==> src/rtl/alu_cmd_sequencer_if.sv <==
// Command, ALU-drive and result signals of the accumulator ALU command sequencer.
// The slave modport is the sequencer; the master modport is the producer/ALU/consumer side.
interface alu_cmd_sequencer_if #(
  parameter int unsigned DEPTH = 4,
  parameter int unsigned W     = 16
);
  localparam int unsigned CW = $clog2(DEPTH) + 1;

  logic          cmd_valid;
  logic          cmd_ready;
  logic [3:0]    cmd_op;
  logic [W-1:0]  cmd_data;
  logic [3:0]    alu_opcode;
  logic [W-1:0]  alu_a;
  logic [W-1:0]  alu_c;
  logic          res_valid;
  logic          res_ready;
  logic [W-1:0]  res_data;
  logic          res_err;
  logic [CW-1:0] count;

  modport master (
    output cmd_valid, cmd_op, cmd_data, alu_c, res_ready,
    input  cmd_ready, alu_opcode, alu_a, res_valid, res_data, res_err, count
  );

  modport slave (
    input  cmd_valid, cmd_op, cmd_data, alu_c, res_ready,
    output cmd_ready, alu_opcode, alu_a, res_valid, res_data, res_err, count
  );
endinterface

==> src/rtl/alu_cmd_sequencer.sv <==
// Queues ALU commands in a FIFO, issues one per cycle to the ALU, screens bad opcodes and
// divide-by-zero against a shadow accumulator, and holds each result on a valid/ready port.
module alu_cmd_sequencer #(
  parameter int unsigned DEPTH = 4,
  parameter int unsigned W     = 16
) (
  input logic          clk,
  input logic          rst,
  alu_cmd_sequencer_if.slave bus
);

  localparam int unsigned AW = $clog2(DEPTH);
  localparam int unsigned CW = AW + 1;
  localparam logic [CW-1:0] DepthCnt = CW'(DEPTH);
  localparam logic [3:0] OpNoop  = 4'd0;
  localparam logic [3:0] OpReset = 4'd1;
  localparam logic [3:0] OpDiv   = 4'd5;
  localparam logic [3:0] OpLast  = 4'd9;

  typedef enum logic [0:0] {StInit, StRun} state_e;

  state_e        state_q, state_d;
  logic [3:0]    op_q   [DEPTH];
  logic [W-1:0]  data_q [DEPTH];
  logic [AW-1:0] wr_ptr_q, rd_ptr_q;
  logic [CW-1:0] count_q;
  logic [W-1:0]  shadow_q, shadow_d;
  logic [W-1:0]  res_data_q, res_data_d;
  logic          res_valid_q, res_valid_d;
  logic          res_err_q, res_err_d;

  logic          cmd_ready;
  logic          push, pop, head_err;
  logic [3:0]    head_op;
  logic [W-1:0]  head_data;
  logic [3:0]    alu_opcode;
  logic [W-1:0]  alu_a;

  // Ready depends only on registered state: a full FIFO never accepts, even when popping.
  assign cmd_ready = (state_q == StRun) && (count_q < DepthCnt);
  assign push      = bus.cmd_valid && cmd_ready;
  assign pop       = (state_q == StRun) && (count_q != '0) && (!res_valid_q || bus.res_ready);
  assign head_op   = op_q[rd_ptr_q];
  assign head_data = data_q[rd_ptr_q];
  assign head_err  = (head_op > OpLast) || ((head_op == OpDiv) && (shadow_q == '0));

  // ALU drive: clear in INIT, head command on a clean issue, NOOP otherwise.
  always_comb begin
    alu_opcode = OpNoop;
    alu_a      = '0;
    state_d    = state_q;
    unique case (state_q)
      StInit: begin
        alu_opcode = OpReset;
        state_d    = StRun;
      end
      StRun: begin
        if (pop && !head_err) begin
          alu_opcode = head_op;
          alu_a      = head_data;
        end
      end
      default: state_d = StInit;
    endcase
  end

  always_comb begin
    shadow_d    = shadow_q;
    res_data_d  = res_data_q;
    res_valid_d = res_valid_q;
    res_err_d   = res_err_q;
    if (state_q == StInit) begin
      shadow_d = '0;
    end else if (pop) begin
      res_valid_d = 1'b1;
      if (head_err) begin
        res_err_d  = 1'b1;
        res_data_d = shadow_q;
      end else begin
        res_err_d  = 1'b0;
        res_data_d = bus.alu_c;
        shadow_d   = bus.alu_c;
      end
    end else if (bus.res_ready) begin
      res_valid_d = 1'b0;
    end
  end

  always_ff @(posedge clk or negedge rst) begin
    if (!rst) begin
      state_q     <= StInit;
      wr_ptr_q    <= '0;
      rd_ptr_q    <= '0;
      count_q     <= '0;
      shadow_q    <= '0;
      res_data_q  <= '0;
      res_valid_q <= 1'b0;
      res_err_q   <= 1'b0;
    end else begin
      state_q     <= state_d;
      shadow_q    <= shadow_d;
      res_data_q  <= res_data_d;
      res_valid_q <= res_valid_d;
      res_err_q   <= res_err_d;
      if (push) wr_ptr_q <= wr_ptr_q + AW'(1);
      if (pop)  rd_ptr_q <= rd_ptr_q + AW'(1);
      if (push && !pop)      count_q <= count_q + CW'(1);
      else if (!push && pop) count_q <= count_q - CW'(1);
    end
  end

  // Storage needs no reset: an entry is only read after it has been written.
  always_ff @(posedge clk) begin
    if (push) begin
      op_q[wr_ptr_q]   <= bus.cmd_op;
      data_q[wr_ptr_q] <= bus.cmd_data;
    end
  end

  assign bus.cmd_ready  = cmd_ready;
  assign bus.alu_opcode = alu_opcode;
  assign bus.alu_a      = alu_a;
  assign bus.res_valid  = res_valid_q;
  assign bus.res_data   = res_data_q;
  assign bus.res_err    = res_err_q;
  assign bus.count      = count_q;

endmodule

==> src/flat_wrapper.sv <==
// flat-port wrapper written by rule: the top's interface ports become plain ports
module alu_cmd_sequencer_flat 
#(
  parameter int unsigned DEPTH = 4,
  parameter int unsigned W     = 16
)
  (clk, rst, bus_cmd_valid, bus_cmd_op, bus_cmd_data, bus_alu_c, bus_res_ready, bus_cmd_ready, bus_alu_opcode, bus_alu_a, bus_res_valid, bus_res_data, bus_res_err, bus_count);
  alu_cmd_sequencer_if #(.DEPTH(DEPTH), .W(W)) bus_i ();
  input logic clk;
  input logic rst;
  input wire logic [$bits(bus_i.cmd_valid)-1:0] bus_cmd_valid;
  input wire logic [$bits(bus_i.cmd_op)-1:0] bus_cmd_op;
  input wire logic [$bits(bus_i.cmd_data)-1:0] bus_cmd_data;
  input wire logic [$bits(bus_i.alu_c)-1:0] bus_alu_c;
  input wire logic [$bits(bus_i.res_ready)-1:0] bus_res_ready;
  output wire logic [$bits(bus_i.cmd_ready)-1:0] bus_cmd_ready;
  output wire logic [$bits(bus_i.alu_opcode)-1:0] bus_alu_opcode;
  output wire logic [$bits(bus_i.alu_a)-1:0] bus_alu_a;
  output wire logic [$bits(bus_i.res_valid)-1:0] bus_res_valid;
  output wire logic [$bits(bus_i.res_data)-1:0] bus_res_data;
  output wire logic [$bits(bus_i.res_err)-1:0] bus_res_err;
  output wire logic [$bits(bus_i.count)-1:0] bus_count;
  assign bus_i.cmd_valid = bus_cmd_valid;
  assign bus_i.cmd_op = bus_cmd_op;
  assign bus_i.cmd_data = bus_cmd_data;
  assign bus_i.alu_c = bus_alu_c;
  assign bus_i.res_ready = bus_res_ready;
  assign bus_cmd_ready = bus_i.cmd_ready;
  assign bus_alu_opcode = bus_i.alu_opcode;
  assign bus_alu_a = bus_i.alu_a;
  assign bus_res_valid = bus_i.res_valid;
  assign bus_res_data = bus_i.res_data;
  assign bus_res_err = bus_i.res_err;
  assign bus_count = bus_i.count;
  alu_cmd_sequencer #(.DEPTH(DEPTH), .W(W)) u_core (.clk(clk), .rst(rst), .bus(bus_i));
endmodule
==> config.mk <==
export PLATFORM = sky130hd
export DESIGN_NAME = alu_cmd_sequencer_flat
export DESIGN_NICKNAME = d
export VERILOG_FILES = /design/src/rtl/alu_cmd_sequencer_if.sv /design/src/rtl/alu_cmd_sequencer.sv /design/src/flat_wrapper.sv
export SDC_FILE = /design/constraint.sdc
export NUM_CORES = 1
export LEC_CHECK = 0
export BUFFER_PORTS_ARGS = -buffer_cell sky130_fd_sc_hd__buf_2
export CAP_MARGIN = 10
export CORE_MARGIN = 8
export CORE_UTILIZATION = 35
export DETAILED_ROUTE_END_ITERATION = 8
export HOLD_SLACK_MARGIN = 0.1
export PLACE_DENSITY_LB_ADDON = 0.15
export SLEW_MARGIN = 25
export SYNTH_ARGS = -nofsm -noshare
export SYNTH_HDL_FRONTEND = slang
export SYNTH_SLANG_ARGS = --single-unit
==> constraint.sdc <==
create_clock -name clk -period 2.3 [get_ports clk]
set_input_delay 0.345 -clock clk [delete_from_list [all_inputs] [get_ports clk]]
set_output_delay 0.345 -clock clk [all_outputs]
set_load 0.02 [all_outputs]
==> results.py, run 1 <==
metrics = {
    "die": {
        "core_um2": 13930,
        "die_height_um": 135.5,
        "ios": 82,
        "fp-row-count": 43,
        "initial_core_util": 0.3588,
        "dieArea_um2": 18370,
        "die_w_um": 135.5,
    },
    "sta": {
        "min_period_ns": 2.651,
        "fin_worst_skew_ns": 0.005950,
        "finalMaxSlewViolations": 0,
        "hold_ws_ns": 0.1537,
        "max_slew_margin": 0.5622,
        "finalSetupTns_ns": -5.694,
        "fmaxAchievable_mhz": 377.2,
        "worst_slew_pin_slew_ns": 0.6567,
        "hold_viol_final": 0,
        "setup_viol": 20,
        "rsz0062_at_grt": "yes",
        "fin_crit_sh": 1.153,
        "setup_ws_ns": -0.3510,
    },
    "final_layout": {
        "finalNonFillerCells": 634,
        "drive_gt1_frac": 0.4251,
        "final_nets": 487,
        "antennaDiodeCount": 0,
        "post-route-cell-area_um2": 6658,
        "area_growth_pct": 33.16,
    },
    "power_and_ir_drop": {
        "p_leak_nw": 2.629,
        "power_density_nw_per_um2": 1330,
        "ir_drop_mv": 0.7169,
    },
    "global_route": {
        "grt_pass1_wl_mm": 18.17,
        "grt_max_degree": 35,
        "antenna_found_initial": 1,
        "grtUsageTotal": 0.1328,
        "overflow": 0,
        "grt_pass1_vias": 3276,
    },
    "clocking": {
        "htreeDepth": 4,
        "clk_latency_ns": 0.41,
        "clk_pin_slew_worst_paths_ns": 0.05,
        "cts_sinks": 122,
        "root_buffer": "clkbuf_16",
        "cts_buffer_depth": 2,
        "cts_buffers": 17,
        "cts_tree": "done",
    },
    "synth": {
        "yosysSeqAreaShare": 0.6907,
        "synth_edf_count": 80,
        "yosys_most_used_dff": "edfxtp_1",
        "synth_area_per_cell_um2": 15.48,
        "synthCells": 323,
        "async_reset_ff_frac": 0.3443,
        "synth_nets": 369,
        "syn_area_um2": 5000,
        "synthDistinctLibCells": 35,
        "synth_seq_cells": 122,
        "synth-warning-count": 0,
    },
    "run_status": {
        "outcome": "finished with violations",
        "violations": "setup timing",
    },
    "placed_design": {
        "placed_area_um2": 5742,
        "globalplace.congestion": 0.7087,
        "placedCellCount": 590,
        "io_buffer_count": 81,
        "place_ws_ns": -0.1183,
        "hpwl_mm": 7.595,
    },
    "detailed_routing": {
        "route.detailed.drc": 0,
        "drt_first_pass_iters": 4,
        "wl_per_cell_um": 18.17,
        "ant_nets": 0,
        "drt_iter0_drc": 148,
        "viasPerCell": 4.927,
        "vias": 3124,
        "totalWireLength_mm": 11.52,
    },
    "min_path": {
        "hp-class": "in2reg",
    },
    "setup_path": {
        "critical_path_arrival_ns": 2.31,
        "critPathMaxFanout": 6,
        "crit_path_end_kind": "primary output",
        "required_ns": 1.96,
        "cp-start-kind": "flop",
        "crit_type": "reg2out",
    },
    "run": {
        "max-cap-violations": 0,
    },
}
==> cell usage after synthesis (4+ instances only) <==
cell type  instances  area (um2)
mux4_2            20       450.4
clkbuf_1          10       37.54
edfxtp_1          80        2402
o22ai_1           16       100.1
dfrtp_1           42        1051
and3_1             5       31.28
inv_1              5       18.77
nand2_1           52       195.2
xnor2_1            4       35.03
ha_1               5       62.56
buf_2              7       35.03
nor3_1            16       80.08
a221o_1           16       160.2
and2_1            17       106.4
nor4_1             4       25.02
==> worst max-delay path: stages, from the launching register on <==
cell,delay (ns)
dfrtp_2,0.45
mux4_2,0.56
mux2i_2,0.18
o21a_4,0.23
buf_6,0.13
a21bo_4,0.22
buf_6,0.13
==> timing repair <==
item                                    4_1_cts  5_1_grt
endpoints found under the hold margin        27        0
hold buffers                                  1        0
buffers inserted                              9        6
endpoints found under the setup margin       37       44
resized for setup                            64        6
pin swaps                                     4        2
==> layer usage <==
layer | wire, um | part of all wire | GRT usage | up-vias
met1 | 4995 | 0.43 | 0.1635 | 1557
met3 | 768 | 0.067 | 0.05341 | 12
li1 | - | - | - | 1474
met4 | 98 | 0.0085 | 0.04257 | 2
met5 | 10 | 0.00087 | 0 | -
met2 | 5645 | 0.49 | 0.2094 | 79
==> flip-flops by register name (all words and copies together), names as in the netlist <==
signal                flops
u_core.state_q            1
u_core.bus.res_data      16
u_core.op_q              16
u_core.rd_ptr_q           2
u_core.data_q            64
u_core.bus.res_valid      1
u_core.shadow_q          16
u_core.wr_ptr_q           2
u_core.bus.res_err        1
u_core.bus.count          3
==> stage by stage <==
stage / power [mW] / utilization
floorplan: 4.869 / -
CTS: 8.947 / 0.4750
global placement: 5.804 / 0.4121
detailed placement: 5.832 / 0.4121
finish: 8.852 / 0.4778
global route: 9.354 / 0.4778
==> path summary, 6_finish.rpt <==
kind	end	from	cells after the start	slack, ns
setup / recovery	bus_alu_opcode[0]	u_core.rd_ptr_q[0]	6	-0.35
hold / removal	u_core.data_q[0][3]	bus_cmd_data[3]	1	0.15
setup reg to reg	u_core.bus.res_data[5]	u_core.rd_ptr_q[0]	7	0.04
hold reg to reg	u_core.bus.res_err	u_core.bus.res_err	2	0.47
max in group asynchronous	u_core.rd_ptr_q[0]	rst	3	1.19
min in group asynchronous	u_core.bus.res_err	rst	2	0.51
==> cell families (layout without fill, tap and decap cells) <==
logic type      Yosys count  in the layout  synth area share
xor+xnor                  6              6           0.01051
compound gates           40             40           0.06607
flops                   122            122            0.6907
simple gates            100            100           0.09535
fa+ha+maj                 6              6           0.01652
other cells               1              1         0.0007500
mux                      22             22           0.09434
buf+inv                  26            157           0.02578
==> area by class of cell <==
class / count / area [um2]
clock inverter: 14 / 155.1
multi-input combinational: 175 / 1494
timing repair buffer: 120 / 878.3
sequential: 122 / 3457
tap: 180 / 225.2
fill: 1226 / 7277
clock buffer: 18 / 429.2
inverter: 5 / 18.77
==> placed cells by master, fill, tap and decap left out, drive strengths merged <==
cell type,n
nor2b,1
conb,1
xnor2,4
nor3,16
o21ai,1
clkinv,9
nor4,4
o31a,1
and2,18
clkinvlp,2
a21oi,1
buf,119
mux2,1
edfxtp,80
a221o,16
dlygate4sd3,1
nor2,2
nor3b,1
and4,1
mux2i,1
a21bo,1
dfrtp,42
o22ai,16
clkbuf,18
ha,5
nand2,52
bufinv,3
o31ai,1
and3,5
mux4,20
fa,1
a21o,1
xor2,2
inv,5
o21a,2
==> report_power, final <==
part / leakage, nW / total, mW / internal, mW / switching [mW]
clock network: 0.277 / 2.61 / 1.68 / 0.927
registers: 1.25 / 3.04 / 2.76 / 0.275
logic: 1.10 / 3.20 / 1.57 / 1.63
Note: power is estimated with default switching activity, not from simulation.
==> inputs of run 2 (changes only) <==
BUFFER_PORTS_ARGS = -buffer_cell sky130_fd_sc_hd__buf_4   (was -buffer_cell sky130_fd_sc_hd__buf_2)
==> run 2 against run 1 <==
Compared with the run above: largest cell class unchanged; die area did not move; wire length shrank 1.4%; via count fell by 2.5%; maximum frequency down 0.10%; the run still ends with setup timing left; global-route usage down 0.14 points; highest routed layer is now met4; critical endpoint unchanged; critical path type unchanged.
==> results.py, run 2 (synthesized netlist as in run 1, its figures left out) <==
metrics = {
    "detailed_routing": {
        "wl_per_cell_um": 18.17,
        "route.detailed.drc": 0,
        "viasPerCell": 4.874,
        "drt_iter0_drc": 233,
        "vias": 3046,
        "drt_first_pass_iters": 4,
        "totalWireLength_mm": 11.36,
        "ant_nets": 0,
    },
    "final_layout": {
        "most-common-layout-cells": "buf_4 (97), edfxtp_1 (80), nand2_1 (52)",
        "antennaDiodeCount": 0,
        "finalNonFillerCells": 625,
        "final_nets": 478,
        "fin_util": 0.4785,
        "final_common_cell": "buf_4",
        "area_growth_pct": 33.36,
        "drive_gt1_frac": 0.3933,
        "fillers": 1234,
        "largest_reg_flops": 64,
        "top_register": "u_core.data_q",
        "post-route-cell-area_um2": 6668,
    },
    "clocking": {
        "htreeDepth": 4,
        "clk_pin_slew_worst_paths_ns": 0.06,
        "root_buffer": "clkbuf_16",
        "clk_latency_ns": 0.41,
        "cts_buffers": 17,
        "cts_tree": "done",
        "cts_buffer_depth": 2,
        "cts_sinks": 122,
    },
    "die": {
        "core_um2": 13930,
        "die_height_um": 135.5,
        "fp-row-count": 43,
        "ios": 82,
        "initial_core_util": 0.3588,
        "die_w_um": 135.5,
        "dieArea_um2": 18370,
    },
    "sta": {
        "fmaxAchievable_mhz": 376.8,
        "max_slew_margin": 0.6297,
        "fin_worst_skew_ns": 0.004792,
        "rsz0062_at_grt": "yes",
        "fin_crit_sh": 1.154,
        "setup_ws_ns": -0.3537,
        "hold_viol_final": 0,
        "setup_viol": 20,
        "min_period_ns": 2.654,
        "worst_slew_pin_slew_ns": 0.5554,
        "finalMaxSlewViolations": 0,
    },
    "power_and_ir_drop": {
        "p_leak_nw": 2.604,
        "ir_drop_mv": 0.6210,
        "finalPower_mw": 8.865,
        "power_density_nw_per_um2": 1330,
    },
    "setup_path": {
        "cpLargestDelayFamily": "multiplexers",
        "required_ns": 1.96,
        "crit_chain": "mux4_2 -> mux2i_4 -> o21a_4 -> buf_6 -> a21bo_4 -> buf_6",
        "critical_path_arrival_ns": 2.31,
        "crit_buf_inv": 2,
        "slowest_stage": "mux4_2",
        "crit_top_cell": "buf_6",
        "crit_path_end_kind": "primary output",
        "max_stage_delay_ns": 0.56,
        "crit_type": "reg2out",
        "critPathMaxFanout": 5,
        "cp-start-kind": "flop",
    },
    "global_route": {
        "grtUsageTotal": 0.1314,
        "grt_pass1_vias": 3342,
        "grt_max_degree": 43,
        "overflow": 0,
        "antenna_found_initial": 0,
        "grt_pass1_wl_mm": 18.24,
    },
    "run_status": {
        "violations": "setup timing",
        "outcome": "finished with violations",
    },
    "run": {
        "max-cap-violations": 0,
    },
    "placed_design": {
        "placed_area_um2": 5894,
        "io_buffer_count": 81,
        "hpwl_mm": 7.638,
        "globalplace.congestion": 0.6972,
        "place_ws_ns": -0.08297,
        "placedCellCount": 585,
    },
    "min_path": {
        "hp-class": "in2reg",
    },
}
run 2: cell type report:
cell class	count	area (um2)	area share
well taps	180	225.2	0.03378
clock buffers	21	440.4	0.06605
flip-flops and latches	122	3458	0.5187
inverters	5	18.77	0.002815
repair buffers	111	910.9	0.1366
multi-input cells	175	1468	0.2201
clock inverters	11	146.4	0.02196
run 2: final timing paths:
| path | startpoint | end | slack, ns | cells past startpoint |
|---|---|---|---|---|
| worst max-delay path | u_core.rd_ptr_q[0] | bus_alu_opcode[0] | -0.35 | 6 |
| worst min-delay path | bus_cmd_data[4] | u_core.data_q[1][4] | 0.14 | 1 |
| worst max register to register | u_core.rd_ptr_q[0] | u_core.shadow_q[13] | 0.10 | 10 |
| worst min register to register | u_core.bus.res_err | u_core.bus.res_err | 0.48 | 2 |
| max in group asynchronous | rst | u_core.bus.count[1] | 1.42 | 2 |
| min in group asynchronous | rst | u_core.shadow_q[11] | 0.47 | 2 |
run 2: stage by stage:
stage          setup TNS, ns  hold slack (ns)
2_1_floorplan              0          0.04941
3_3_place_gp         -0.9928           0.3729
3_5_place_dp          -1.288           0.3754
4_1_cts               -6.550           0.1141
5_1_grt               -7.993           0.1136
6_report              -5.885           0.1353
run 2: routing by layer:
layer	up-vias	share of wire	global-route usage
li1	1452	-	-
met2	76	0.49	0.2132
met5	-	0	0
met3	8	0.066	0.05156
met4	0	0.010	0.05182
met1	1510	0.44	0.1535
run 2: report_power, final:
group,leakage (nW),internal [mW],switching (mW)
Sequential,1.25,2.77,0.283
Clock,0.281,1.70,0.932
Combinational,1.07,1.59,1.59
run 2: timing repair:
action	CTS	global route
hold buffers	1	0
endpoints found under the hold margin	42	0
cloned	0	0
gates resized for setup	20	8
endpoints found under the setup margin	36	52
pin swaps	3	2
buffers inserted	3	4
